==> src/rtl/icache_dm.sv <==
// Direct-mapped read-only instruction cache with single-beat line refill and flush.
// Optional hit/miss counters are compiled in when ICACHE_STATS_EN is defined.
module icache_dm #(
    parameter int NLINES    = 4,
    parameter int LINE_BITS = 128,
    parameter int XLEN      = 32,
    parameter int ILEN      = 32
) (
    input  logic                 clk,
    input  logic                 rst,
    input  logic                 cpu_req_valid,
    output logic                 cpu_req_ready,
    input  logic [XLEN-1:0]      cpu_req_addr,
    output logic                 cpu_rsp_valid,
    output logic [ILEN-1:0]      cpu_rsp_instr,
    input  logic                 flush,
    output logic                 mem_req_valid,
    input  logic                 mem_req_ready,
    output logic [XLEN-1:0]      mem_req_addr,
    input  logic                 mem_rsp_valid,
    input  logic [LINE_BITS-1:0] mem_rsp_data
`ifdef ICACHE_STATS_EN
    ,
    output logic [XLEN-1:0]      stat_hits,
    output logic [XLEN-1:0]      stat_misses
`endif
);

    // state     | meaning
    // IDLE      | ready for a new fetch
    // LOOKUP    | tag compare on captured address; hit responds this cycle
    // MISS_REQ  | line refill request presented to memory
    // MISS_WAIT | waiting for the refill line; forwards requested word

    localparam int OFF  = $clog2(LINE_BITS / 8);
    localparam int IDX  = $clog2(NLINES);
    localparam int TAG  = XLEN - IDX - OFF;
    localparam int WSEL = $clog2(LINE_BITS / ILEN);
    localparam int NWORDS = LINE_BITS / ILEN;

    typedef enum logic [1:0] {IDLE, LOOKUP, MISS_REQ, MISS_WAIT} state_t;

    state_t                 state, state_d;
    logic [XLEN-1:0]        addr_q;
    logic [NLINES-1:0]      valid_q;
    logic [TAG-1:0]         tag_arr  [NLINES];
    logic [LINE_BITS-1:0]   data_arr [NLINES];
    logic [ILEN-1:0]        instr_q;

    logic [TAG-1:0]         tag_q;
    logic [IDX-1:0]         idx_q;
    logic [WSEL-1:0]        word_q;
    logic                   hit;
    logic                   accept;
    logic                   refill;
    logic [LINE_BITS-1:0]   src_line;
    logic [ILEN-1:0]        sel_word;
    logic                   unused_addr_bits;

    assign tag_q  = addr_q[XLEN-1 -: TAG];
    assign idx_q  = addr_q[OFF +: IDX];
    assign word_q = addr_q[OFF-1 -: WSEL];
    assign unused_addr_bits = ^addr_q[1:0];

    // A flush in the lookup cycle must not let stale contents hit
    assign hit    = valid_q[idx_q] && (tag_arr[idx_q] == tag_q) && !flush;
    assign accept = cpu_req_valid && cpu_req_ready;
    assign refill = (state == MISS_WAIT) && mem_rsp_valid;

    assign src_line = (state == MISS_WAIT) ? mem_rsp_data : data_arr[idx_q];

    always_comb begin
        sel_word = '0;
        for (int w = 0; w < NWORDS; w++) begin
            if (word_q == w[WSEL-1:0]) sel_word = src_line[w*ILEN +: ILEN];
        end
    end

    always_comb begin
        state_d       = state;
        cpu_req_ready = 1'b0;
        cpu_rsp_valid = 1'b0;
        mem_req_valid = 1'b0;
        case (state)
            IDLE: begin
                cpu_req_ready = 1'b1;
                if (cpu_req_valid) state_d = LOOKUP;
            end
            LOOKUP: begin
                if (hit) begin
                    cpu_rsp_valid = 1'b1;
                    cpu_req_ready = 1'b1;
                    state_d       = cpu_req_valid ? LOOKUP : IDLE;
                end else begin
                    state_d = MISS_REQ;
                end
            end
            MISS_REQ: begin
                mem_req_valid = 1'b1;
                if (mem_req_ready) state_d = MISS_WAIT;
            end
            MISS_WAIT: begin
                if (mem_rsp_valid) begin
                    cpu_rsp_valid = 1'b1;
                    state_d       = IDLE;
                end
            end
            default: state_d = IDLE;
        endcase
    end

    assign cpu_rsp_instr = cpu_rsp_valid ? sel_word : instr_q;
    assign mem_req_addr  = {addr_q[XLEN-1:OFF], {OFF{1'b0}}};

    always_ff @(posedge clk) begin
        if (rst) begin
            state   <= IDLE;
            addr_q  <= '0;
            valid_q <= '0;
            instr_q <= '0;
        end else begin
            state <= state_d;
            if (accept) addr_q <= cpu_req_addr;
            if (cpu_rsp_valid) instr_q <= sel_word;
            // Flush wins over a coincident refill: data is forwarded but the line stays invalid
            if (flush) valid_q <= '0;
            else if (refill) valid_q[idx_q] <= 1'b1;
        end
    end

    always_ff @(posedge clk) begin
        if (refill) begin
            tag_arr[idx_q]  <= tag_q;
            data_arr[idx_q] <= mem_rsp_data;
        end
    end

`ifdef ICACHE_STATS_EN
    always_ff @(posedge clk) begin
        if (rst) begin
            stat_hits   <= '0;
            stat_misses <= '0;
        end else if (state == LOOKUP) begin
            if (hit) stat_hits   <= stat_hits + 1'b1;
            else     stat_misses <= stat_misses + 1'b1;
        end
    end
`endif

endmodule

==> config.mk <==
export PLATFORM = sky130hd
export DESIGN_NAME = icache_dm
export DESIGN_NICKNAME = d
export VERILOG_FILES = /design/src/rtl/icache_dm.sv
export SDC_FILE = /design/constraint.sdc
export NUM_CORES = 1
export LEC_CHECK = 0
export CAP_MARGIN = 10
export CORE_UTILIZATION = 56
export CTS_CLUSTER_DIAMETER = 60
export DETAILED_ROUTE_END_ITERATION = 10
export PLACE_DENSITY = 0.8
export SKIP_LAST_GASP = 1
export SLEW_MARGIN = 20
export SYNTH_ARGS = -nofsm -noshare
export SYNTH_HDL_FRONTEND = slang
export SYNTH_SLANG_ARGS = --single-unit
==> constraint.sdc <==
create_clock -name clk -period 44.1 [get_ports clk]
set_input_delay 8.82 -clock clk [delete_from_list [all_inputs] [get_ports clk]]
set_output_delay 8.82 -clock clk [all_outputs]
set_load 0.02 [all_outputs]
### Word-level counts from Yosys, hierarchy flattened

Memories as Yosys holds them, arrays and structs flattened. A register that Yosys moved wholly into a read port is not among the register bits.
Index checks and enable logic that the tools add are counted.

| storage, ports and cells | value |
|---|---|
| register bits | 70 |
| memory bits (writable) | 616 |
| input bits | 166 |
| output and inout port bits | 67 |
| logic and storage cells | 56 |
| memories | 2 |

| operators by class | value |
|---|---|
| magnitude comparators | 2 |
| equal/unequal tests | 10 |
| muxes and demuxes | 27 |
| bitwise operators | 1 |
| reduce and logical (&&, ||, !) cells | 10 |

Memory list:

| memory | words | bits a word | rd ports | clocked after memory_dff | wr ports | RTL line | RTL |
|---|---|---|---|---|---|---|---|
| data_arr | 4 | 128 | 1 | 1 | 1 | 47 | `logic [LINE_BITS-1:0] data_arr [NLINES];` |
| tag_arr | 4 | 26 | 1 | 1 | 1 | 46 | `logic [TAG-1:0] tag_arr [NLINES];` |

Operator list:

| cell | number |
|---|---|
| 2-to-1 mux 32 bit | 5 |
| 2-to-1 mux 128 bit | 1 |
| == test 26 bit | 1 |
| 2-to-1 mux 2 bit | 8 |
| == test 2 bit (second input constant) | 4 |
| 2-to-1 mux 1 bit | 8 |
| one-hot mux 2 bit (4 select lines) | 1 |
| != test 2 bit (second input constant) | 3 |
| logical AND 1 bit | 5 |
| == test 2 x 1 -> 1 bit (second input constant) | 2 |
| logical NOT 2 bit | 2 |
| bitwise OR 4 bit | 1 |
| one-hot mux 1 bit (2 select lines) | 2 |
| less-than comparator 2 x 3 -> 1 bit (second input constant) | 1 |
| AND reduction 3 bit | 1 |
| binary-select mux 1 bit (select 2 bit) | 1 |
| demux 1 bit (select 2 bit) | 1 |
| >= comparator 2 x 1 -> 1 bit (second input constant) | 1 |
| OR reduction 2 bit | 1 |
| logical NOT 1 bit | 1 |

### Depth between registers and ports, before layout

| logic depth | value |
|---|---|
| word-level depth | 9 |
| mapped depth | 13 |
| gate-level depth less buffers | 7 |

### Worst setup path after synthesis

OpenSTA, ideal clock, no wires.

| timing | value |
|---|---|
| path kind | input to register |
| start | in mem_rsp_valid |
| end | mem data_arr[2][0] (enable) |
| arrival | 20245 ps |
| required time | 43209 ps |
| path slack | 22965 ps |
| stages on the path | 2 |
| buffers on the path | 0 |
| cell sequence | nand2_1 > nor3b_1 |

| on the way | value |
|---|---|
| cells in the longest elaborated chain, start to end | 3 |

Ends and longest elaborated chain:

| item | RTL line | RTL |
|---|---|---|
| start: declaration | 20 | `input logic mem_rsp_valid,` |
| logical AND 1 bit | 68 | `assign refill = (state == MISS_WAIT) && mem_rsp_valid;` |
| 2-to-1 mux 1 bit | 132 | `if (refill) begin` |
| 2-to-1 mux 1 bit (implied by the code) | 134 | `data_arr[idx_q] <= mem_rsp_data;` |
| end: declaration | 47 |  |

Every way passes these cells.

### Worst setup path in the final report

| timing | value |
|---|---|
| start | in flush |
| end | out cpu_rsp_instr[1] |

| on the way | value |
|---|---|
| cells in the longest elaborated chain, start to end | 5 |

Ends and longest elaborated chain:

| item | RTL line | RTL |
|---|---|---|
| start: declaration | 16 | `input logic flush,` |
| logical NOT 1 bit | 66 | `assign hit = valid_q[idx_q] && (tag_arr[idx_q] == tag_q) && !flush;` |
| logical AND 1 bit | 66 |  |
| 2-to-1 mux 1 bit | 90 | `if (hit) begin` |
| one-hot mux 1 bit (2 select lines) | 84 | `case (state)` |
| 2-to-1 mux 32 bit | n/a |  |
| end: declaration | 15 | `output logic [ILEN-1:0] cpu_rsp_instr,` |

Every way passes these cells.

==> flow_summary_export.csv <==
group,metric,value,unit
setup_path,critPathSlowestCell,"and4b_2",
place,pre_cts_slack,23.02,ns
sta,finalHoldViolations,0,
logic_synthesis,synthDistinctLibCells,50,
routing,post_drt_wl_per_cell,25.5,um
routing,drc,0,
place,hpwl,33200,um
logic_synthesis,synth_edf_count,616,
global_routing,grt_pass1_vias,15700,
setup_path,cp-startpoint,"flush",
floorplan,dieHeight,226,um
global_routing,antenna_found_initial,9,
logic_synthesis,seq_area_frac_synth,71.0,%
setup_path,cpMostUsedCell,"clkdlybuf4s50_1",
setup_path,critPathLaunchType,"input port",
floorplan,ios,233,
floorplan,initial_utilization,57.0,%
setup_path,crit_arrival,12.38,ns
sta,tns,0,ns
logic_synthesis,synth_area_leaders,"edfxtp_1 66%, mux4_2 14%, dfxtp_1 5.0%",
setup_path,required,35.28,ns
final_layout,stdcell_area,32800,um^2
sta,worst_pin_slew,1.55,ns
logic_synthesis,netlist_instances,1506,
power_and_ir_drop,peakVddDrop,27.4,uV
setup_path,critPathKind,"in2out",
setup_path,cp-end-kind,"output pin",
place,dpl.cell_count,2287,
power_and_ir_drop,p_seq_share,51.3,%
setup_path,cp_slowest_stage_delay,1.01,ns
logic_synthesis,netlist_area,28000,um^2
final_layout,area_growth,17.1,%
global_routing,grt_max_degree,156,
sta,finalMaxSlewViolations,84,
place,gp_congestion,0.815,
sta,max-slew-margin-rel,-3.32,%
global_routing,grt_pass1_wl,93400,um
job,cap_violations,0,
logic_synthesis,synth_top_area_share,66.0,%
global_routing,overflow,0,
status,violations,"max-slew violations",
routing,antenna_left,0,
cts,ctsHtreeMaxLevel,3,
setup_path,cp_max_fo,37,
floorplan,dieWidth,226,um
cts,cts_resized,0,
routing,vias,15000,
cts,cts_hold_buf,0,
logic_synthesis,avgSynthCellArea,18.6,um^2
floorplan,num_rows,81,
logic_synthesis,yosysTopAreaCell,"edfxtp_1",
setup_path,path_cells,"clkdlybuf4s50_1 > nor2_1 > o2111ai_1 > a2111oi_0 > and4b_2 > o211ai_1 > nand2_1 > clkdlybuf4s50_1",
power_and_ir_drop,internal_power,1.10,mW
setup_path,reg2reg_depth,9,
floorplan,core_area,49200,um^2
power_and_ir_drop,p_comb_share,9.2,%
worst_hold_path,min-delay-path-class,"reg2reg",
routing,routed_via_density,6.23,
sta,finalSetupViolations,0,
power_and_ir_drop,p_per_area,43.3,nW/um^2
cts,cts_tree,"yes",
sta,period_share,48.1,%
cts,numCtsBuffers,70,
sta,fmax,0.0472,GHz
power_and_ir_drop,leakagePower,10.4,nW
sta,fin_ws,22.90,ns
cts,clock_latency,0.61,ns
place,numPortBuffers,226,
power_and_ir_drop,power_switching,0.316,mW
cts,cts.path.max_buffers,3,
global_routing,grt_usage,24.9,%
final_layout,final_layout_size_suffix_gt1_share,18.1,%
power_and_ir_drop,clkPwrFrac,39.5,%
setup_path,cp-endpoint,"cpu_rsp_instr[1]",
cts,postCtsSetupRepairBufs,0,
routing,first_pass_iters,5,
cts,clkTransAtPathRegs,0.06,ns
routing,routed_wl,61700,um
setup_path,reg2reg_slack,37.50,ns
sta,min_period,21.20,ns
final_layout,fin_nets,1862,
routing,first_iter_violations,1369,
logic_synthesis,yosysMostFrequentCell,"edfxtp_1",
cts,cts-root-buf,"clkbuf_16",
place,placed_area,30600,um^2
logic_synthesis,synth_top_cells_by_count,"616 x edfxtp_1, 180 x mux4_2, 128 x nand2_1",
logic_synthesis,ys_warn_count,0,
logic_synthesis,async_flop_share,0,%
logic_synthesis,synth_top_flop_cell,"edfxtp_1",
cts,clock-sinks,686,
logic_synthesis,synth-seq-cells,686,
power_and_ir_drop,swShare,22.2,%
floorplan,die_area,50900,um^2
sta,holdWs,0.466,ns
final_layout,utilization,66.8,%
power_and_ir_drop,power,1.42,mW
sta,rsz0062_at_grt,"no",
status,status,"finished with violations",
final_layout,fin_cells,2416,
sta,skew,0.0251,ns
==> per-layer routing <==
layer	part of all wire, %	global-route usage [%]	vias up	routed length, um
li1	-	-	6481	-
met1	40	33.3	7741	24600
met2	49	40.1	703	30100
met3	8.7	5.97	108	5380
met4	2.6	9.24	10	1580
met5	0.12	0	-	71
==> power by group through the flow <==
stage | registers [mW] | logic (mW) | clock network, mW
finish | 0.729 | 0.130 | 0.561
global route | 0.730 | 0.140 | 0.593
CTS | 0.729 | 0.131 | 0.572
detailed placement | 0.742 | 0.130 | 0
global placement | 0.741 | 0.128 | 0
floorplan | 0.735 | 0.0897 | 0
==> cells by family (layout without fill, tap and decap cells) <==
logic type      count (synthesis)  in the layout  share of synthesized area (%)
compound gates                196            196                           4.44
buf+inv                       134            373                           2.62
other cells                     1              8                         0.0134
xor+xnor                       20             20                          0.625
simple gates                  171            171                           2.61
flops                         686            686                           71.0
mux                           298            298                           18.7
==> area by class of cell <==
type / count / area, um^2
tap: 664 / 831
timing repair buffer: 244 / 2440
inverter: 5 / 18.8
antenna: 4 / 10.0
sequential: 686 / 19900
clock buffer: 94 / 1930
multi-input combinational: 689 / 7450
fill: 3167 / 16300
clock inverter: 30 / 234
==> how the worst min path moves through the flow <==
stage	slack, ns	startpoint	endpoint	cells past startpoint
after global placement	0.44	valid_q[3]$_SDFFE_PP0P_	valid_q[3]$_SDFFE_PP0P_	1
after CTS	0.47	valid_q[2]$_SDFFE_PP0P_	valid_q[2]$_SDFFE_PP0P_	1
final	0.47	valid_q[2]$_SDFFE_PP0P_	valid_q[2]$_SDFFE_PP0P_	1
after detailed placement	0.45	valid_q[2]$_SDFFE_PP0P_	valid_q[2]$_SDFFE_PP0P_	1
after global routing	0.48	valid_q[1]$_SDFFE_PP0P_	valid_q[1]$_SDFFE_PP0P_	1
after floorplan	0.44	valid_q[2]$_SDFFE_PP0P_	valid_q[2]$_SDFFE_PP0P_	1
==> registers in the layout, summed over array words and instances (netlist names), named ones only <==
register,cells
addr_q,30
valid_q,4
data_arr,512
tag_arr,104
state,1
instr_q,32
==> worst max-delay path: cells and delay by family <==
| family | cells | cell delay (ns) |
|---|---|---|
| AOI/OAI and AO/OA | 3 | 0.94 |
| buffers and inverters | 2 | 1.12 |
| and+or+nand+nor | 3 | 1.46 |
==> layout by cell type, fill, tap and decap left out, types with 3 or more instances in the layout <==
cell type,n
nand2_1,126
clkinv_1,11
inv_6,4
xor2_1,5
xnor2_1,15
buf_12,4
a21oi_1,67
bufinv_16,3
o21a_1,4
diode_2,4
clkbuf_16,73
dfxtp_1,65
nor2b_1,3
mux2i_1,115
dfxtp_4,4
o211ai_1,67
clkinv_2,11
edfxtp_1,616
nor3_1,3
conb_1,4
mux4_2,180
buf_4,14
clkdlybuf4s50_1,225
inv_1,4
clkbuf_1,19
o21ai_0,34
o2111ai_1,4
mux2_2,3
nand4_1,4
nor2_1,10
nor4b_1,3
Power figures use the tool's default switching activity.
